--- src/rtl/control_sequencer.sv ---
// Hardwired control unit: common fetch T0-T2, per-opcode execute T3-T7, then back to T0.
// Optional single-step pause after each instruction is enabled by defining CU_SINGLE_STEP_EN.
module control_sequencer #(
  parameter int                  OPCODE_W    = 5,
  parameter logic [OPCODE_W-1:0] HALT_OPCODE = 5'b11010
) (
  input  logic                Clock,
  input  logic                Clear,
  input  logic [31:0]         IR,
  input  logic                CON_FF,
  input  logic                Step,
  output logic [9:0]          drive,
  output logic [11:0]         load,
  output logic [2:0]          gsel,
  output logic                BAout,
  output logic                IncPC,
  output logic                MDR_read,
  output logic                RAM_write,
  output logic [OPCODE_W-1:0] ALU_op,
  output logic                Run
);

  typedef enum logic [3:0] {
    ST_RESET = 4'd0,
    ST_T0    = 4'd1,
    ST_T1    = 4'd2,
    ST_T2    = 4'd3,
    ST_T3    = 4'd4,
    ST_T4    = 4'd5,
    ST_T5    = 4'd6,
    ST_T6    = 4'd7,
    ST_T7    = 4'd8,
    ST_HALT  = 4'd9,
    ST_WAIT  = 4'd10
  } state_t;

  // Opcode map (IR[31:27])
  localparam logic [OPCODE_W-1:0] OP_LDW  = OPCODE_W'(0);
  localparam logic [OPCODE_W-1:0] OP_LDWI = OPCODE_W'(1);
  localparam logic [OPCODE_W-1:0] OP_STW  = OPCODE_W'(2);
  localparam logic [OPCODE_W-1:0] OP_ADD  = OPCODE_W'(3);
  localparam logic [OPCODE_W-1:0] OP_SUB  = OPCODE_W'(4);
  localparam logic [OPCODE_W-1:0] OP_SHR  = OPCODE_W'(5);
  localparam logic [OPCODE_W-1:0] OP_SHL  = OPCODE_W'(6);
  localparam logic [OPCODE_W-1:0] OP_ROR  = OPCODE_W'(7);
  localparam logic [OPCODE_W-1:0] OP_ROL  = OPCODE_W'(8);
  localparam logic [OPCODE_W-1:0] OP_AND  = OPCODE_W'(9);
  localparam logic [OPCODE_W-1:0] OP_OR   = OPCODE_W'(10);
  localparam logic [OPCODE_W-1:0] OP_ADDI = OPCODE_W'(11);
  localparam logic [OPCODE_W-1:0] OP_ANDI = OPCODE_W'(12);
  localparam logic [OPCODE_W-1:0] OP_ORI  = OPCODE_W'(13);
  localparam logic [OPCODE_W-1:0] OP_MUL  = OPCODE_W'(14);
  localparam logic [OPCODE_W-1:0] OP_DIV  = OPCODE_W'(15);
  localparam logic [OPCODE_W-1:0] OP_NEG  = OPCODE_W'(16);
  localparam logic [OPCODE_W-1:0] OP_NOT  = OPCODE_W'(17);
  localparam logic [OPCODE_W-1:0] OP_BR   = OPCODE_W'(18);
  localparam logic [OPCODE_W-1:0] OP_JR   = OPCODE_W'(19);
  localparam logic [OPCODE_W-1:0] OP_JAL  = OPCODE_W'(20);
  localparam logic [OPCODE_W-1:0] OP_IN   = OPCODE_W'(21);
  localparam logic [OPCODE_W-1:0] OP_OUT  = OPCODE_W'(22);
  localparam logic [OPCODE_W-1:0] OP_MFHI = OPCODE_W'(23);
  localparam logic [OPCODE_W-1:0] OP_MFLO = OPCODE_W'(24);
  localparam logic [OPCODE_W-1:0] ALU_ADD = OPCODE_W'(3);

  // Bit positions inside drive / load / gsel
  localparam int D_PC = 0, D_MDR = 1, D_ZLO = 2, D_ZHI = 3, D_HI = 4;
  localparam int D_LO = 5, D_IN = 6, D_C = 7, D_R = 8;
  localparam int L_MAR = 0, L_MDR = 1, L_PC = 2, L_IR = 3, L_Y = 4, L_ZLO = 5;
  localparam int L_ZHI = 6, L_LO = 7, L_HI = 8, L_OUT = 9, L_CON = 10, L_RIN = 11;
  localparam int G_C = 0, G_B = 1, G_A = 2;

`ifdef CU_SINGLE_STEP_EN
  localparam state_t ST_END = ST_WAIT;
`else
  localparam state_t ST_END = ST_T0;
`endif

  state_t                r_state;
  logic [OPCODE_W-1:0]   w_opcode;
  logic [9:0]            w_drive;
  logic [11:0]           w_load;
  logic [2:0]            w_gsel;
  logic                  w_baout, w_incpc, w_mdr_read, w_ram_write, w_run, w_last;
  logic [OPCODE_W-1:0]   w_alu_op;
  logic                  w_unused_bits;

  assign w_opcode      = IR[31 -: OPCODE_W];
  assign w_unused_bits = ^{Step, IR[31-OPCODE_W:0]};

  // Outputs decode from state and the live IR opcode, since IR only becomes valid in T3.
  always_comb begin
    w_drive     = '0;
    w_load      = '0;
    w_gsel      = '0;
    w_baout     = 1'b0;
    w_incpc     = 1'b0;
    w_mdr_read  = 1'b0;
    w_ram_write = 1'b0;
    w_alu_op    = '0;
    w_run       = 1'b1;
    w_last      = 1'b0;
    case (r_state)
      ST_T0: begin
        w_drive[D_PC] = 1'b1; w_load[L_MAR] = 1'b1; w_incpc = 1'b1; w_load[L_ZLO] = 1'b1;
      end
      ST_T1: begin
        w_drive[D_ZLO] = 1'b1; w_load[L_PC] = 1'b1; w_mdr_read = 1'b1; w_load[L_MDR] = 1'b1;
      end
      ST_T2: begin
        w_drive[D_MDR] = 1'b1; w_load[L_IR] = 1'b1;
      end
      ST_T3: begin
        case (w_opcode)
          OP_LDW, OP_LDWI, OP_STW: begin
            w_gsel[G_B] = 1'b1; w_baout = 1'b1; w_load[L_Y] = 1'b1;
          end
          OP_ADD, OP_SUB, OP_SHR, OP_SHL, OP_ROR, OP_ROL, OP_AND, OP_OR,
          OP_ADDI, OP_ANDI, OP_ORI, OP_MUL, OP_DIV: begin
            w_gsel[G_B] = 1'b1; w_drive[D_R] = 1'b1; w_load[L_Y] = 1'b1;
          end
          OP_NEG, OP_NOT: begin
            w_gsel[G_B] = 1'b1; w_drive[D_R] = 1'b1; w_alu_op = w_opcode; w_load[L_ZLO] = 1'b1;
          end
          OP_BR: begin
            w_gsel[G_A] = 1'b1; w_drive[D_R] = 1'b1; w_load[L_CON] = 1'b1;
          end
          OP_JR: begin
            w_gsel[G_A] = 1'b1; w_drive[D_R] = 1'b1; w_load[L_PC] = 1'b1; w_last = 1'b1;
          end
          OP_JAL: begin
            w_drive[D_PC] = 1'b1; w_gsel[G_B] = 1'b1; w_load[L_RIN] = 1'b1;
          end
          OP_IN: begin
            w_drive[D_IN] = 1'b1; w_gsel[G_A] = 1'b1; w_load[L_RIN] = 1'b1; w_last = 1'b1;
          end
          OP_OUT: begin
            w_gsel[G_A] = 1'b1; w_drive[D_R] = 1'b1; w_load[L_OUT] = 1'b1; w_last = 1'b1;
          end
          OP_MFHI: begin
            w_drive[D_HI] = 1'b1; w_gsel[G_A] = 1'b1; w_load[L_RIN] = 1'b1; w_last = 1'b1;
          end
          OP_MFLO: begin
            w_drive[D_LO] = 1'b1; w_gsel[G_A] = 1'b1; w_load[L_RIN] = 1'b1; w_last = 1'b1;
          end
          default: w_last = 1'b1;
        endcase
      end
      ST_T4: begin
        case (w_opcode)
          OP_LDW, OP_LDWI, OP_STW: begin
            w_drive[D_C] = 1'b1; w_alu_op = ALU_ADD; w_load[L_ZLO] = 1'b1;
          end
          OP_ADD, OP_SUB, OP_SHR, OP_SHL, OP_ROR, OP_ROL, OP_AND, OP_OR: begin
            w_gsel[G_C] = 1'b1; w_drive[D_R] = 1'b1; w_alu_op = w_opcode; w_load[L_ZLO] = 1'b1;
          end
          OP_ADDI, OP_ANDI, OP_ORI: begin
            w_drive[D_C] = 1'b1; w_alu_op = w_opcode; w_load[L_ZLO] = 1'b1;
          end
          OP_MUL, OP_DIV: begin
            w_gsel[G_C] = 1'b1; w_drive[D_R] = 1'b1; w_alu_op = w_opcode;
            w_load[L_ZHI] = 1'b1; w_load[L_ZLO] = 1'b1;
          end
          OP_NEG, OP_NOT: begin
            w_drive[D_ZLO] = 1'b1; w_gsel[G_A] = 1'b1; w_load[L_RIN] = 1'b1; w_last = 1'b1;
          end
          OP_BR: begin
            w_drive[D_PC] = 1'b1; w_load[L_Y] = 1'b1;
          end
          OP_JAL: begin
            w_gsel[G_A] = 1'b1; w_drive[D_R] = 1'b1; w_load[L_PC] = 1'b1; w_last = 1'b1;
          end
          default: w_last = 1'b1;
        endcase
      end
      ST_T5: begin
        case (w_opcode)
          OP_LDW, OP_STW: begin
            w_drive[D_ZLO] = 1'b1; w_load[L_MAR] = 1'b1;
          end
          OP_LDWI, OP_ADD, OP_SUB, OP_SHR, OP_SHL, OP_ROR, OP_ROL, OP_AND, OP_OR,
          OP_ADDI, OP_ANDI, OP_ORI: begin
            w_drive[D_ZLO] = 1'b1; w_gsel[G_A] = 1'b1; w_load[L_RIN] = 1'b1; w_last = 1'b1;
          end
          OP_MUL, OP_DIV: begin
            w_drive[D_ZLO] = 1'b1; w_load[L_LO] = 1'b1;
          end
          OP_BR: begin
            w_drive[D_C] = 1'b1; w_alu_op = ALU_ADD; w_load[L_ZLO] = 1'b1;
          end
          default: w_last = 1'b1;
        endcase
      end
      ST_T6: begin
        case (w_opcode)
          OP_LDW: begin
            w_mdr_read = 1'b1; w_load[L_MDR] = 1'b1;
          end
          OP_STW: begin
            w_gsel[G_A] = 1'b1; w_drive[D_R] = 1'b1; w_load[L_MDR] = 1'b1;
          end
          OP_MUL, OP_DIV: begin
            w_drive[D_ZHI] = 1'b1; w_load[L_HI] = 1'b1; w_last = 1'b1;
          end
          OP_BR: begin
            w_drive[D_ZLO] = 1'b1; w_load[L_PC] = CON_FF; w_last = 1'b1;
          end
          default: w_last = 1'b1;
        endcase
      end
      ST_T7: begin
        w_last = 1'b1;
        case (w_opcode)
          OP_LDW: begin
            w_drive[D_MDR] = 1'b1; w_gsel[G_A] = 1'b1; w_load[L_RIN] = 1'b1;
          end
          OP_STW:  w_ram_write = 1'b1;
          default: ;
        endcase
      end
      ST_HALT: w_run = 1'b0;
      default: ;
    endcase
  end

  // Sequencer state; unused encodings fall back to RESET.
  always_ff @(posedge Clock) begin
    if (Clear) begin
      r_state <= ST_RESET;
    end else begin
      case (r_state)
        ST_RESET: r_state <= ST_T0;
        ST_T0:    r_state <= ST_T1;
        ST_T1:    r_state <= ST_T2;
        ST_T2:    r_state <= ST_T3;
        ST_T3: begin
          if (w_opcode == HALT_OPCODE) r_state <= ST_HALT;
          else if (w_last)             r_state <= ST_END;
          else                         r_state <= ST_T4;
        end
        ST_T4:    r_state <= w_last ? ST_END : ST_T5;
        ST_T5:    r_state <= w_last ? ST_END : ST_T6;
        ST_T6:    r_state <= w_last ? ST_END : ST_T7;
        ST_T7:    r_state <= ST_END;
        ST_HALT:  r_state <= ST_HALT;
`ifdef CU_SINGLE_STEP_EN
        ST_WAIT:  r_state <= Step ? ST_T0 : ST_WAIT;
`endif
        default:  r_state <= ST_RESET;
      endcase
    end
  end

  assign drive     = w_drive;
  assign load      = w_load;
  assign gsel      = w_gsel;
  assign BAout     = w_baout;
  assign IncPC     = w_incpc;
  assign MDR_read  = w_mdr_read;
  assign RAM_write = w_ram_write;
  assign ALU_op    = w_alu_op;
  assign Run       = w_run;

endmodule

--- config.mk ---
export PLATFORM = sky130hd
export DESIGN_NAME = control_sequencer
export DESIGN_NICKNAME = d
export VERILOG_FILES = /design/src/rtl/control_sequencer.sv
export SDC_FILE = /design/constraint.sdc
export NUM_CORES = 1
export LEC_CHECK = 0
export BUFFER_PORTS_ARGS = -buffer_cell sky130_fd_sc_hd__buf_2
export CORE_UTILIZATION = 26
export DETAILED_ROUTE_END_ITERATION = 8
export MAX_ROUTING_LAYER = met4
export PLACE_DENSITY = 0.61
export SLEW_MARGIN = 0
export SYNTH_ARGS = -nofsm -noshare
export SYNTH_HDL_FRONTEND = slang
export SYNTH_SLANG_ARGS = --single-unit
--- constraint.sdc ---
create_clock -name Clock -period 2.2 [get_ports Clock]
set_input_delay 0.33 -clock Clock [delete_from_list [all_inputs] [get_ports Clock]]
set_output_delay 0.33 -clock Clock [all_outputs]
set_load 0.03 [all_outputs]
==> flow_summary.toml <==
[outcome]
outcome = "finished clean"

[global_routing]
grt_pass1_vias = 1205
grt_pass1_wl_um = 5810
antenna_found_initial = 0
grt_max_degree = 22
track_usage_pct = 18.5
overflow = 0

[worst_setup_path]
r2r-start = "r_state[3]"
critical_path.slowest_cell = "or4_4"
critPathRequiredTime_ns = 1.87
slowest_delay_ns = 0.46
rr_endpoint = "r_state[0]"
reg2reg_slack_ns = 0.52
path_cells = "inv_1 > or4_4 > a221oi_1 > or3_1 > buf_2"
cp_top_family = "simple AND/OR/NAND/NOR gates"
crit_fanout = 7
r2r_cells = 5
crit_arrival_ns = 1.76
cp-start-kind = "flop"
critPathKind = "flop to output port"
setup.worst_path.end_class = "output port"
path_buf_inv = 2

[power_and_ir_drop]
clkPwrFrac_pct = 29.4
switching_share_pct = 43.2
p_leak_nw = 0.649
p_seq_share_pct = 17.3
p_per_area_mw_per_mm2 = 358
fin_total_pwr_mw = 0.524
peakVddDrop_v = 0.000133
power_frac_comb_pct = 53.2
power.internal_mw = 0.298
netSwitchingPower_mw = 0.227

[synthesis]
synth_area_leaders = "dfxtp_1 8.2%, nor2_1 6.2%, nand2_1 5.8%"
ys_seq_area_share_pct = 8.25
synth_area_um2 = 971
ys_seq_elements = 4
ys_warn_count = 0
ys_types = 54
synth_most_common_cell = "nor2_1"
synth_ff_type = "dfxtp_1"
async_reset_ff_share_pct = 0
ys_top_cells_by_count = "16 x nor2_1, 15 x nand2_1, 8 x buf_2, 8 x clkbuf_1, 8 x nand3_1"
syn_area_per_cell_um2 = 6.47
yosysTopAreaCellShare_pct = 8.25
synthesis.nets = 186
synth_edf_count = 0
synth_top_cell_by_area = "dfxtp_1"
syn_inst = 150

[die]
die_area_mm2 = 0.00398
die_h_um = 63.1
io_pins = 71
num_rows = 21
coreArea_mm2 = 0.00347
dieWidth_um = 63.1
start_util_pct = 28.0

[routing]
vias = 1433
drtIter0Drc = 68
via_per_inst = 5.73
wl_um = 3710
drc_errors = 0
ant_nets = 0
drt-pass1-iter-count = 4
wire_per_inst_um = 14.8

[sta]
setup_viol = 0
finalMaxSlewViolations = 0
finalCriticalPeriod_ns = 2.09
fin_hold_ws_ns = 0.315
fmax_mhz = 478
min_period_over_period_pct = 95.2
hold_viol = 0
fin_setup_tns_ns = 0
skew_ns = 0.000608
grt_setup_unrepaired = "false"

[layout]
regMostFlops = "r_state"
largest_register_ffs = 4
area_growth_pct = 51.0
regArea_um2 = 81.3
antenna_cells = 0
nFillCells = 396
multi_input_area_um2 = 831
layout.nets = 242
layout-drive-gt1-share_pct = 40.7
stdcell_count = 250
reg.largest.list = "r_state: 4 flops"

[hold_path]
hp-start = "Clear"
holdPathEnd = "r_state[0]"
hp-class = "input pin to flop"
hold_depth = 2

[clocking]
insertion_delay_ns = 0.22
cts_setup_buffers = 0
cts_tree = "done"
ctsHoldBuffers = 0
htreeDepth = 1
numCtsBuffers = 3
cts-root-buf = "clkbuf_8"
clock_sinks = 4
cts_buffer_depth = 2
clk_pin_slew_ns = 0.03

[flow_run]
max_cap_violations = 0

[place]
place.gp.congestion = 1.02
hpwlAfterDp_um = 2910
post-place-cells = 247
port_buffers = 41
==> cell families (layout without fill, tap and decap cells) <==
logic type / after synthesis / count (layout) / synth area share [%]
AO/OA/AOI/OAI: 33 / 33 / 25.6
XOR/XNOR: 1 / 1 / 0.902
buffers and inverters: 23 / 77 / 10.7
flip-flops: 4 / 4 / 8.25
multiplexers: 1 / 1 / 1.03
other: 1 / 1 / 0.386
AND/OR/NAND/NOR: 87 / 87 / 53.1
==> through the flow <==
step / utilization (%) / area (µm²) / worst slack (ns)
after floorplan: - / 988 / 0.00216
after global placement: 40.0 / 1390 / 0.127
after detailed placement: 40.0 / 1390 / 0.122
after CTS: 41.3 / 1430 / 0.0111
after global routing: 42.3 / 1470 / 0.00853
final: 42.3 / 1470 / 0.107
==> timing repair <==
item | 4_1_cts | 5_1_grt
pin swaps | 0 | 2
resized for setup | 1 | 7
endpoints found under the setup margin | 1 | 3
==> routing by layer <==
metal,wire length (µm),global-route usage (%),vias up
met5,0,-,-
met4,74,6.40,0
met3,327,3.44,8
met2,1730,28.4,72
met1,1580,24.1,672
li1,-,-,681
==> cells in the final DEF, fill, tap and decap left out, drive strengths merged, types with 2 or more instances in the layout <==
master / Yosys / routed
nand4b: 4 / 4
nand4bb: 3 / 3
nand3: 8 / 8
a21oi: 2 / 2
a221oi: 2 / 2
or3: 4 / 4
o311ai: 2 / 2
o21ai: 6 / 6
nor3b: 3 / 3
nand2: 15 / 15
a41oi: 2 / 2
nor4b: 2 / 2
o32ai: 4 / 4
a211oi: 2 / 2
or2: 2 / 2
inv: 5 / 5
buf: 10 / 68
o211ai: 2 / 2
or4: 2 / 2
nor3: 8 / 8
or4b: 2 / 2
nor4: 4 / 4
clkbuf: 8 / 4
nor2b: 5 / 5
and4bb: 2 / 2
dfxtp: 4 / 4
and2: 2 / 2
nor2: 16 / 16
==> worst max-delay path by stage <==
stage,start,to,cells after the start
global route,r_state[1],load[11],5
CTS,r_state[0],gsel[2],6
global placement,IR[30],gsel[2],5
floorplan,IR[31],drive[7],5
detailed placement,IR[27],gsel[2],5
finish,r_state[2],drive[8],5
==> cell type report <==
type	count	area share, %
sequential	4	5.55
timing repair buffer	69	29.8
tap	46	3.92
clock buffer	3	2.82
inverter	5	1.28
multi-input combinational	123	56.7
==> power groups by stage <==
stage / clock network [mW] / logic, mW / registers (mW)
3_3_place_gp: 0 / 0.270 / 0.0895
3_5_place_dp: 0 / 0.269 / 0.0901
2_1_floorplan: 0 / 0.183 / 0.0835
6_report: 0.154 / 0.279 / 0.0909
4_1_cts: 0.156 / 0.271 / 0.0896
5_1_grt: 0.159 / 0.298 / 0.0922
Note: power is estimated with default switching activity, not from simulation.
